File: src/rtl/decode_stage_if.sv
// rtl/decode_stage_if.sv - fetch / regfile / forwarding / ID-EX signal bundle for decode_stage
interface decode_stage_if;
    logic        if_valid;
    logic [31:0] if_instr;
    logic [31:0] if_pc;
    logic        if_ready;
    logic [4:0]  rf_read1_addr;
    logic [4:0]  rf_read2_addr;
    logic [31:0] rf_data1;
    logic [31:0] rf_data2;
    logic [4:0]  ex_wr_addr;
    logic [31:0] ex_wr_data;
    logic        ex_wr_is_load;
    logic [4:0]  mem_wr_addr;
    logic [31:0] mem_wr_data;
    logic        flush;
    logic        ex_ready;
    logic        id_valid;
    logic [31:0] id_pc;
    logic [31:0] id_instr;
    logic [31:0] id_op_a;
    logic [31:0] id_op_b;
    logic [31:0] id_imm;
    logic [4:0]  id_dest;
    logic [31:0] stall_count;

    modport master (
        output if_valid, if_instr, if_pc, rf_data1, rf_data2,
               ex_wr_addr, ex_wr_data, ex_wr_is_load, mem_wr_addr, mem_wr_data,
               flush, ex_ready,
        input  if_ready, rf_read1_addr, rf_read2_addr, id_valid, id_pc, id_instr,
               id_op_a, id_op_b, id_imm, id_dest, stall_count
    );

    modport slave (
        input  if_valid, if_instr, if_pc, rf_data1, rf_data2,
               ex_wr_addr, ex_wr_data, ex_wr_is_load, mem_wr_addr, mem_wr_data,
               flush, ex_ready,
        output if_ready, rf_read1_addr, rf_read2_addr, id_valid, id_pc, id_instr,
               id_op_a, id_op_b, id_imm, id_dest, stall_count
    );
endinterface

File: src/rtl/decode_stage.sv
// rtl/decode_stage.sv - instruction decode: EX/MEM forwarding, load-use stall, ID/EX register
module decode_stage (
    input  logic          clk,
    input  logic          rst,
    decode_stage_if.slave bus
);
    logic [4:0]  rs;
    logic [4:0]  rt;
    logic [31:0] op_a;
    logic [31:0] op_b;
    logic        hazard;
    logic        ready;

    logic        valid_q;
    logic [31:0] pc_q;
    logic [31:0] instr_q;
    logic [31:0] op_a_q;
    logic [31:0] op_b_q;
    logic [31:0] imm_q;
    logic [4:0]  dest_q;
    logic [31:0] stall_q;

    // A load in EX has no data yet, so it must not win the EX match; MEM or regfile supplies it.
    function automatic logic [31:0] forward(
        input logic [4:0]  src,
        input logic [31:0] rf_val,
        input logic [4:0]  ex_addr,
        input logic [31:0] ex_data,
        input logic        ex_load,
        input logic [4:0]  mem_addr,
        input logic [31:0] mem_data
    );
        if (src == 5'd0)
            return 32'd0;
        else if (src == ex_addr && !ex_load)
            return ex_data;
        else if (src == mem_addr)
            return mem_data;
        else
            return rf_val;
    endfunction

    assign rs = bus.if_instr[25:21];
    assign rt = bus.if_instr[20:16];

    assign op_a = forward(rs, bus.rf_data1, bus.ex_wr_addr, bus.ex_wr_data,
                          bus.ex_wr_is_load, bus.mem_wr_addr, bus.mem_wr_data);
    assign op_b = forward(rt, bus.rf_data2, bus.ex_wr_addr, bus.ex_wr_data,
                          bus.ex_wr_is_load, bus.mem_wr_addr, bus.mem_wr_data);

    // rt is always treated as a source, so immediate-format words may stall needlessly.
    assign hazard = bus.ex_wr_is_load && (bus.ex_wr_addr != 5'd0) &&
                    (bus.ex_wr_addr == rs || bus.ex_wr_addr == rt);
    assign ready  = !bus.flush && !hazard && (!valid_q || bus.ex_ready);

    always_ff @(posedge clk or posedge rst) begin
        if (rst) begin
            valid_q <= 1'b0;
            pc_q    <= 32'd0;
            instr_q <= 32'd0;
            op_a_q  <= 32'd0;
            op_b_q  <= 32'd0;
            imm_q   <= 32'd0;
            dest_q  <= 5'd0;
            stall_q <= 32'd0;
        end else begin
            if (bus.flush) begin
                valid_q <= 1'b0;
            end else if (bus.if_valid && ready) begin
                valid_q <= 1'b1;
                pc_q    <= bus.if_pc;
                instr_q <= bus.if_instr;
                op_a_q  <= op_a;
                op_b_q  <= op_b;
                imm_q   <= {{16{bus.if_instr[15]}}, bus.if_instr[15:0]};
                dest_q  <= (bus.if_instr[31:26] == 6'd0) ? bus.if_instr[15:11] : rt;
            end else if (bus.ex_ready) begin
                valid_q <= 1'b0;
            end

            if (bus.if_valid && hazard && !bus.flush && stall_q != 32'hFFFF_FFFF)
                stall_q <= stall_q + 32'd1;
        end
    end

    assign bus.if_ready      = ready;
    assign bus.rf_read1_addr = rs;
    assign bus.rf_read2_addr = rt;
    assign bus.id_valid      = valid_q;
    assign bus.id_pc         = pc_q;
    assign bus.id_instr      = instr_q;
    assign bus.id_op_a       = op_a_q;
    assign bus.id_op_b       = op_b_q;
    assign bus.id_imm        = imm_q;
    assign bus.id_dest       = dest_q;
    assign bus.stall_count   = stall_q;
endmodule
File: src/flat_wrapper.sv
// flat-port wrapper written by rule: the top's interface ports become plain ports
module decode_stage_flat 
  (clk, rst, bus_if_valid, bus_if_instr, bus_if_pc, bus_rf_data1, bus_rf_data2, bus_ex_wr_addr, bus_ex_wr_data, bus_ex_wr_is_load, bus_mem_wr_addr, bus_mem_wr_data, bus_flush, bus_ex_ready, bus_if_ready, bus_rf_read1_addr, bus_rf_read2_addr, bus_id_valid, bus_id_pc, bus_id_instr, bus_id_op_a, bus_id_op_b, bus_id_imm, bus_id_dest, bus_stall_count);
  decode_stage_if bus_i ();
  input  logic clk;
  input  logic rst;
  input wire logic [$bits(bus_i.if_valid)-1:0] bus_if_valid;
  input wire logic [$bits(bus_i.if_instr)-1:0] bus_if_instr;
  input wire logic [$bits(bus_i.if_pc)-1:0] bus_if_pc;
  input wire logic [$bits(bus_i.rf_data1)-1:0] bus_rf_data1;
  input wire logic [$bits(bus_i.rf_data2)-1:0] bus_rf_data2;
  input wire logic [$bits(bus_i.ex_wr_addr)-1:0] bus_ex_wr_addr;
  input wire logic [$bits(bus_i.ex_wr_data)-1:0] bus_ex_wr_data;
  input wire logic [$bits(bus_i.ex_wr_is_load)-1:0] bus_ex_wr_is_load;
  input wire logic [$bits(bus_i.mem_wr_addr)-1:0] bus_mem_wr_addr;
  input wire logic [$bits(bus_i.mem_wr_data)-1:0] bus_mem_wr_data;
  input wire logic [$bits(bus_i.flush)-1:0] bus_flush;
  input wire logic [$bits(bus_i.ex_ready)-1:0] bus_ex_ready;
  output wire logic [$bits(bus_i.if_ready)-1:0] bus_if_ready;
  output wire logic [$bits(bus_i.rf_read1_addr)-1:0] bus_rf_read1_addr;
  output wire logic [$bits(bus_i.rf_read2_addr)-1:0] bus_rf_read2_addr;
  output wire logic [$bits(bus_i.id_valid)-1:0] bus_id_valid;
  output wire logic [$bits(bus_i.id_pc)-1:0] bus_id_pc;
  output wire logic [$bits(bus_i.id_instr)-1:0] bus_id_instr;
  output wire logic [$bits(bus_i.id_op_a)-1:0] bus_id_op_a;
  output wire logic [$bits(bus_i.id_op_b)-1:0] bus_id_op_b;
  output wire logic [$bits(bus_i.id_imm)-1:0] bus_id_imm;
  output wire logic [$bits(bus_i.id_dest)-1:0] bus_id_dest;
  output wire logic [$bits(bus_i.stall_count)-1:0] bus_stall_count;
  assign bus_i.if_valid = bus_if_valid;
  assign bus_i.if_instr = bus_if_instr;
  assign bus_i.if_pc = bus_if_pc;
  assign bus_i.rf_data1 = bus_rf_data1;
  assign bus_i.rf_data2 = bus_rf_data2;
  assign bus_i.ex_wr_addr = bus_ex_wr_addr;
  assign bus_i.ex_wr_data = bus_ex_wr_data;
  assign bus_i.ex_wr_is_load = bus_ex_wr_is_load;
  assign bus_i.mem_wr_addr = bus_mem_wr_addr;
  assign bus_i.mem_wr_data = bus_mem_wr_data;
  assign bus_i.flush = bus_flush;
  assign bus_i.ex_ready = bus_ex_ready;
  assign bus_if_ready = bus_i.if_ready;
  assign bus_rf_read1_addr = bus_i.rf_read1_addr;
  assign bus_rf_read2_addr = bus_i.rf_read2_addr;
  assign bus_id_valid = bus_i.id_valid;
  assign bus_id_pc = bus_i.id_pc;
  assign bus_id_instr = bus_i.id_instr;
  assign bus_id_op_a = bus_i.id_op_a;
  assign bus_id_op_b = bus_i.id_op_b;
  assign bus_id_imm = bus_i.id_imm;
  assign bus_id_dest = bus_i.id_dest;
  assign bus_stall_count = bus_i.stall_count;
  decode_stage u_core (.clk(clk), .rst(rst), .bus(bus_i));
endmodule
File: config.mk
export PLATFORM = sky130hd
export DESIGN_NAME = decode_stage_flat
export DESIGN_NICKNAME = d
export VERILOG_FILES = /design/src/rtl/decode_stage_if.sv /design/src/rtl/decode_stage.sv /design/src/flat_wrapper.sv
export SDC_FILE = /design/constraint.sdc
export NUM_CORES = 1
export LEC_CHECK = 0
export ABC_AREA = 1
export CORE_AREA = 2 2 161 163
export DETAILED_ROUTE_END_ITERATION = 10
export DIE_AREA = 0 0 163 165
export GPL_TIMING_DRIVEN = 0
export PLACE_DENSITY_LB_ADDON = 0.12
export SYNTH_ARGS = -nofsm -noshare
export SYNTH_HDL_FRONTEND = slang
export SYNTH_SLANG_ARGS = --single-unit
File: constraint.sdc
create_clock -name clk -period 13.3 [get_ports clk]
set_input_delay 1.995 -clock clk [delete_from_list [all_inputs] [get_ports clk]]
set_output_delay 1.995 -clock clk [all_outputs]
set_load 0.1 [all_outputs]
# Word-level counts from Yosys, hierarchy flattened
# Cells that the tools add are included.
[totals] register_bits=182 mem_bits_rw=0 out_inout_bits=209 in_bits=208 latch_bits=0 romBits=0 n_memories=0 wordCells=49
[op_classes] div_mod_pow=0 reduce_logical=22 shift=0 n_mux=10 eq_ne=7 multipliers=0 addsub=1 magnitude_cmp=0 bitwise_logic=1
[op_table] operator="$mux 32" n=6
[op_table] operator="$add 32x1->32 const B" n=1
[op_table] operator="$ne 32x32->1 const B" n=1
[op_table] operator="$eq 5x5->1" n=6
[op_table] operator="$logic_and 1x1->1" n=10
[op_table] operator="$logic_not 5->1" n=2
[op_table] operator="$logic_not 6->1" n=1
[op_table] operator="$mux 5" n=1
[op_table] operator="$reduce_bool 5->1" n=1
[op_table] operator="$logic_not 1->1" n=4
[op_table] operator="$mux 1" n=3
[op_table] operator="$reduce_bool 3->1" n=1
[op_table] operator="$logic_or 1x1->1" n=2
[op_table] operator="$reduce_and 2->1" n=1
[op_table] operator="$not 1->1" n=1

# Longest topological paths before layout
[depth] depth_word=9 mapped_depth=12 mapped_depth_nobuf=10

# Worst setup path before layout
# No wires, ideal clock.
[synth_path] path_kind="in2out" from="input port bus_ex_wr_addr[1]" to="output port bus_if_ready" n_path_buf=1 stages=8 required_time_ns=11.305 setup_slack_ns=8.184 t_arrival_ns=3.121 cell_sequence="inv_1 > nand2_1 > nand2_1 > nor2_1 > nand3_1 > nand2_2 > a21boi_2 > buf_2"
[synth_between] elab_chain_cells=6 elab_cells_between_ends=9 cone_classes="2 x eq/ne; 7 x reduce/logical"
[synth_rtl] item="from (decl)" line="flat_wrapper.sv:12" source="input wire logic [$bits(bus_i.ex_wr_addr)-1:0] bus_ex_wr_addr;"
[synth_rtl] item="$eq 5x5->1 or $reduce_bool 5->1 (tied branches)" line="decode_stage.sv:53, decode_stage.sv:52"
[synth_rtl] item="$logic_or 1x1->1 or $logic_and 1x1->1 (tied branches)" line="decode_stage.sv:53, decode_stage.sv:52"
[synth_rtl] item="$logic_and 1x1->1 *" line="decode_stage.sv:52" source="assign hazard = bus.ex_wr_is_load && (bus.ex_wr_addr != 5'd0) &&"
[synth_rtl] item="$logic_not 1->1 *" line="decode_stage.sv:54" source="assign ready = !bus.flush && !hazard && (!valid_q || bus.ex_ready);"
[synth_rtl] item="$logic_and 1x1->1 * (2 in series)" line="decode_stage.sv:54"
[synth_rtl] item="to (decl)" line="flat_wrapper.sv:19" source="output wire logic [$bits(bus_i.if_ready)-1:0] bus_if_ready;"
# Every way passes the cells marked *; elsewhere a longest branch is shown, timed or not.

# Final worst setup path
[layout_path] from="input port bus_if_instr[18]" to="output port bus_if_ready"
[layout_between] elab_chain_cells=6
[layout_rtl] item="from (decl)" line="flat_wrapper.sv:8" source="input wire logic [$bits(bus_i.if_instr)-1:0] bus_if_instr;"
[layout_rtl] item="$eq 5x5->1" line="decode_stage.sv:53" source="(bus.ex_wr_addr == rs || bus.ex_wr_addr == rt);"
[layout_rtl] item="$logic_or 1x1->1" line="decode_stage.sv:53"
[layout_rtl] item="$logic_and 1x1->1" line="decode_stage.sv:52"
[layout_rtl] item="$logic_not 1->1" line="decode_stage.sv:54"
[layout_rtl] item="$logic_and 1x1->1 (2 in series)" line="decode_stage.sv:54"
# Every way passes these cells.

==> results.ini <==
[synthesis]
synth_async_sr_flop_share_pct = 100.0
ys_seq_elements = 166
synth_cell_types = 26
yosysSeqAreaShare_pct = 43.47
ys.flop_type = sky130_fd_sc_hd__dfrtp_1
synth_top_area_cell = sky130_fd_sc_hd__dfrtp_1
yosysTopAreaCellShare_pct = 43.47
most_frequent_cell_after_synthesis = sky130_fd_sc_hd__nand2_1
mappedNetlistArea_sq_um = 9555
netlist_top_cells_area = sky130_fd_sc_hd__dfrtp_1, sky130_fd_sc_hd__nand2_1, sky130_fd_sc_hd__nand3_1
synthesized_netlist_net_count = 1535
leading_cell_types_by_count_after_synthesis = sky130_fd_sc_hd__nand2_1, sky130_fd_sc_hd__nand3_1, sky130_fd_sc_hd__dfrtp_1, sky130_fd_sc_hd__nand4_1, sky130_fd_sc_hd__inv_1
synth_edf_count = 0
syn_inst = 1326
synth-warning-count = 0
avgSynthCellArea_sq_um = 7.206

[global_route]
grtUsageTotal_pct = 28.44
grt_start_max_net_pins = 119
grt_overflow = 0
grt_pass1_vias = 10520
grt_antenna_before_repair = 9
grt_pass1_wl_mm = 58.70

[power_and_ir_drop]
power.ir.vdd_worst_uv = 106.7
cellInternalPower_mw = 1.134
power.density_nw_per_um2 = 157.6
power.share.sequential_pct = 27.2
p_leak_nw = 6.956
power_frac_comb_pct = 50.9
p_clk_share_pct = 22.0
power.switching_mw = 1.194
power.share.switching_pct = 51.29

[timing]
fin_crit_sh_pct = 52.72
finalSetupTns_ns = 0
fmaxAchievable_mhz = 142.6
setup_slack_ns = 6.288
worst_slew_margin_rel_pct = 24.61
finalClockSkew_ns = 0.008883
final-setup-viol-count = 0
grt_setup_unrepaired = false
final_max_tran_viols = 0
post_layout_minimum_cycle_time_ns = 7.012
hold_violations = 0
worst_slew_pin_slew_ns = 1.127

[layout]
area_growth_pct = 54.60
nets = 1970
drive_above_1_share_pct = 7.497

[critical_path]
setup.reg_to_reg.worst_slack_ns = 11.13
reg2reg_to = u_core.bus.stall_count[28]
timing.critical_path.slowest_cell_delay_ns = 1.17
crit_arrival_ns = 5.02
capture_point_of_the_critical_path = bus_if_ready
worst_setup_startpoint = bus_if_instr[18]
worst_r2r_startpoint = u_core.bus.stall_count[0]
crit_chain = clkdlybuf4s50_1 > inv_2 > nand2_1 > nand2_1 > nor2_1 > nand3_1 > nand2_2 > a21boi_2 > buf_2 > clkdlybuf4s50_1
setup.worst_path.start_class = primary input
required_ns = 11.31
worst-r2r-cell-count = 11
timing.critical_path.slowest_stage_cell = sky130_fd_sc_hd__clkdlybuf4s50_1
critical_path_class = in -> out
worstPathMaxFanout = 10
critical_path.endpoint_type = output port

[clocking]
worst_skew_pair.late_latency_ns = 0.43
cts_resized = 0
cts_post_setup_buffers_inserted = 0
maximum_buffer_depth_of_the_clock_tree = 2
clock_tree.root_cell = sky130_fd_sc_hd__clkbuf_16
cts_buffers = 17
holdBufCountCts = 0
worst_setup_hold_path_clk_slew_ns = 0.07
h-tree-depth = 4
clkSinkCount = 166
tritoncts = yes

[drt]
route.detailed.vias_per_inst = 5.010
number_of_remaining_drc_errors = 0
antenna_violating_nets_left = 0
detailedRoute.firstPassIterationCount = 6
first_iter_violations = 770
totalWireLength_mm = 38.48
num_vias = 10580
avgRoutedWirePerCell_microns = 18.23

[placed_design]
globalplace.congestion = 0.9929
place.port_buffers = 415
detailedPlace.worstSlack_ns = 6.279
detailedPlacementHpwl_mm = 30.60

[worst_hold_path]
hold_class = reg -> reg

[run]
max_cap_viol_count = 0

[floorplan]
floorplan.die_area_sq_um = 26900
floorplan.die.width_microns = 163
floorplan.initialDensity_pct = 38.17
ios = 417
core_area_sq_um = 25040
die_h_microns = 165
num_rows = 58

[outcome]
outcome = finished clean

[power groups by stage]
stage | logic, mW | registers [mW] | clock network [mW]
after global placement | 1.18 | 0.639 | 0
after floorplan | 0.309 | 1.18 | 0
after detailed placement | 1.19 | 0.640 | 0
after global routing | 1.23 | 0.641 | 0.540
final | 1.18 | 0.632 | 0.512
after CTS | 1.19 | 0.632 | 0.520
[routing by layer]
| metal | part of all wire [%] | track usage (%) |
|---|---|---|
| met5 | 0.070 | 0 |
| met4 | 2.2 | 8.327 |
| met3 | 7.9 | 8.237 |
| met2 | 49 | 49.60 |
| met1 | 40 | 34.11 |
[cell usage in the layout (no fill, tap or decap), types with 2 or more instances in the layout]
master,synthesis,routed
sky130_fd_sc_hd__o21ai_0,32,32
sky130_fd_sc_hd__inv_2,9,9
sky130_fd_sc_hd__buf_4,50,50
sky130_fd_sc_hd__inv_6,0,5
sky130_fd_sc_hd__clkbuf_1,40,40
sky130_fd_sc_hd__nand4_1,75,75
sky130_fd_sc_hd__clkinv_4,0,2
sky130_fd_sc_hd__nand3_1,190,190
sky130_fd_sc_hd__clkbuf_16,0,17
sky130_fd_sc_hd__diode_2,0,7
sky130_fd_sc_hd__nand2_2,2,2
sky130_fd_sc_hd__inv_8,0,4
sky130_fd_sc_hd__buf_6,5,5
sky130_fd_sc_hd__o21ai_1,63,63
sky130_fd_sc_hd__nand2_1,493,493
sky130_fd_sc_hd__clkinvlp_4,0,2
sky130_fd_sc_hd__dfrtp_1,166,166
sky130_fd_sc_hd__clkinv_8,0,2
sky130_fd_sc_hd__nor2_1,41,41
sky130_fd_sc_hd__nor3_1,15,15
sky130_fd_sc_hd__nand3b_1,2,2
sky130_fd_sc_hd__xnor2_1,14,14
sky130_fd_sc_hd__buf_2,29,29
sky130_fd_sc_hd__xor2_1,21,21
sky130_fd_sc_hd__inv_1,71,70
sky130_fd_sc_hd__clkdlybuf4s50_1,0,415
[sequential cells by signal (all words and copies together), names as in the netlist]
| signal | count |
|---|---|
| u_core.bus.id_op_b | 32 |
| u_core.bus.id_op_a | 32 |
| u_core.bus.id_dest | 5 |
| u_core.bus.id_instr | 17 |
| u_core.bus.stall_count | 32 |
| u_core.bus.id_pc | 32 |
| u_core.bus.id_imm | 15 |
| u_core.bus.id_valid | 1 |
[worst max-delay path: cells and delay by family]
family                 cells  cell delay [ns]
and+or+nand+nor            5             0.38
AOI/OAI and AO/OA          1             0.43
buffers and inverters      4             2.20
[worst min path at each step]
stage          depth (start not counted)                    start                      end
5_1_grt                                2     u_core.bus.id_pc[17]     u_core.bus.id_pc[17]
2_1_floorplan                          2  u_core.bus.id_instr[25]  u_core.bus.id_instr[25]
4_1_cts                                2      u_core.bus.id_pc[9]      u_core.bus.id_pc[9]
3_5_place_dp                           2      u_core.bus.id_pc[9]      u_core.bus.id_pc[9]
3_3_place_gp                           2      u_core.bus.id_pc[6]      u_core.bus.id_pc[6]
6_report                               2      u_core.bus.id_pc[9]      u_core.bus.id_pc[9]
[area by class of cell]
cell class | count | area, sq um
Antenna cell | 7 | 17.52
Buffer | 124 | 726.9
Clock buffer | 17 | 425.4
Clock inverter | 15 | 172.7
Fill cell | 2294 | 10260
Inverter | 80 | 307.8
Multi-Input combinational cell | 956 | 4374
Sequential cell | 166 | 4154
Tap cell | 330 | 412.9
Timing Repair Buffer | 416 | 4182
[metrics by stage]
stage                     hold WS (ns)  utilization (%)  total power [mW]  area (sq um)  instances
after CTS                       0.4838            58.94             2.339         14760       2104
after floorplan                 0.9789                -             1.489          9555       1326
after global placement          0.4607            56.41             1.819         14120       2071
final                           0.4813            59.01             2.328         14770       2111
after global routing            0.5027            58.98             2.408         14770       2108
after detailed placement        0.4648            56.55             1.826         14160       2072
[cells by family after synthesis]
family / after synthesis / share of synthesized area [%]
simple gates: 823 / 37.29
fa+ha+maj: 1 / 0.1309
flops: 166 / 43.47
buf+inv: 204 / 10.75
compound gates: 97 / 5.146
xor+xnor: 35 / 3.208
(Power assumes the default switching activity.)
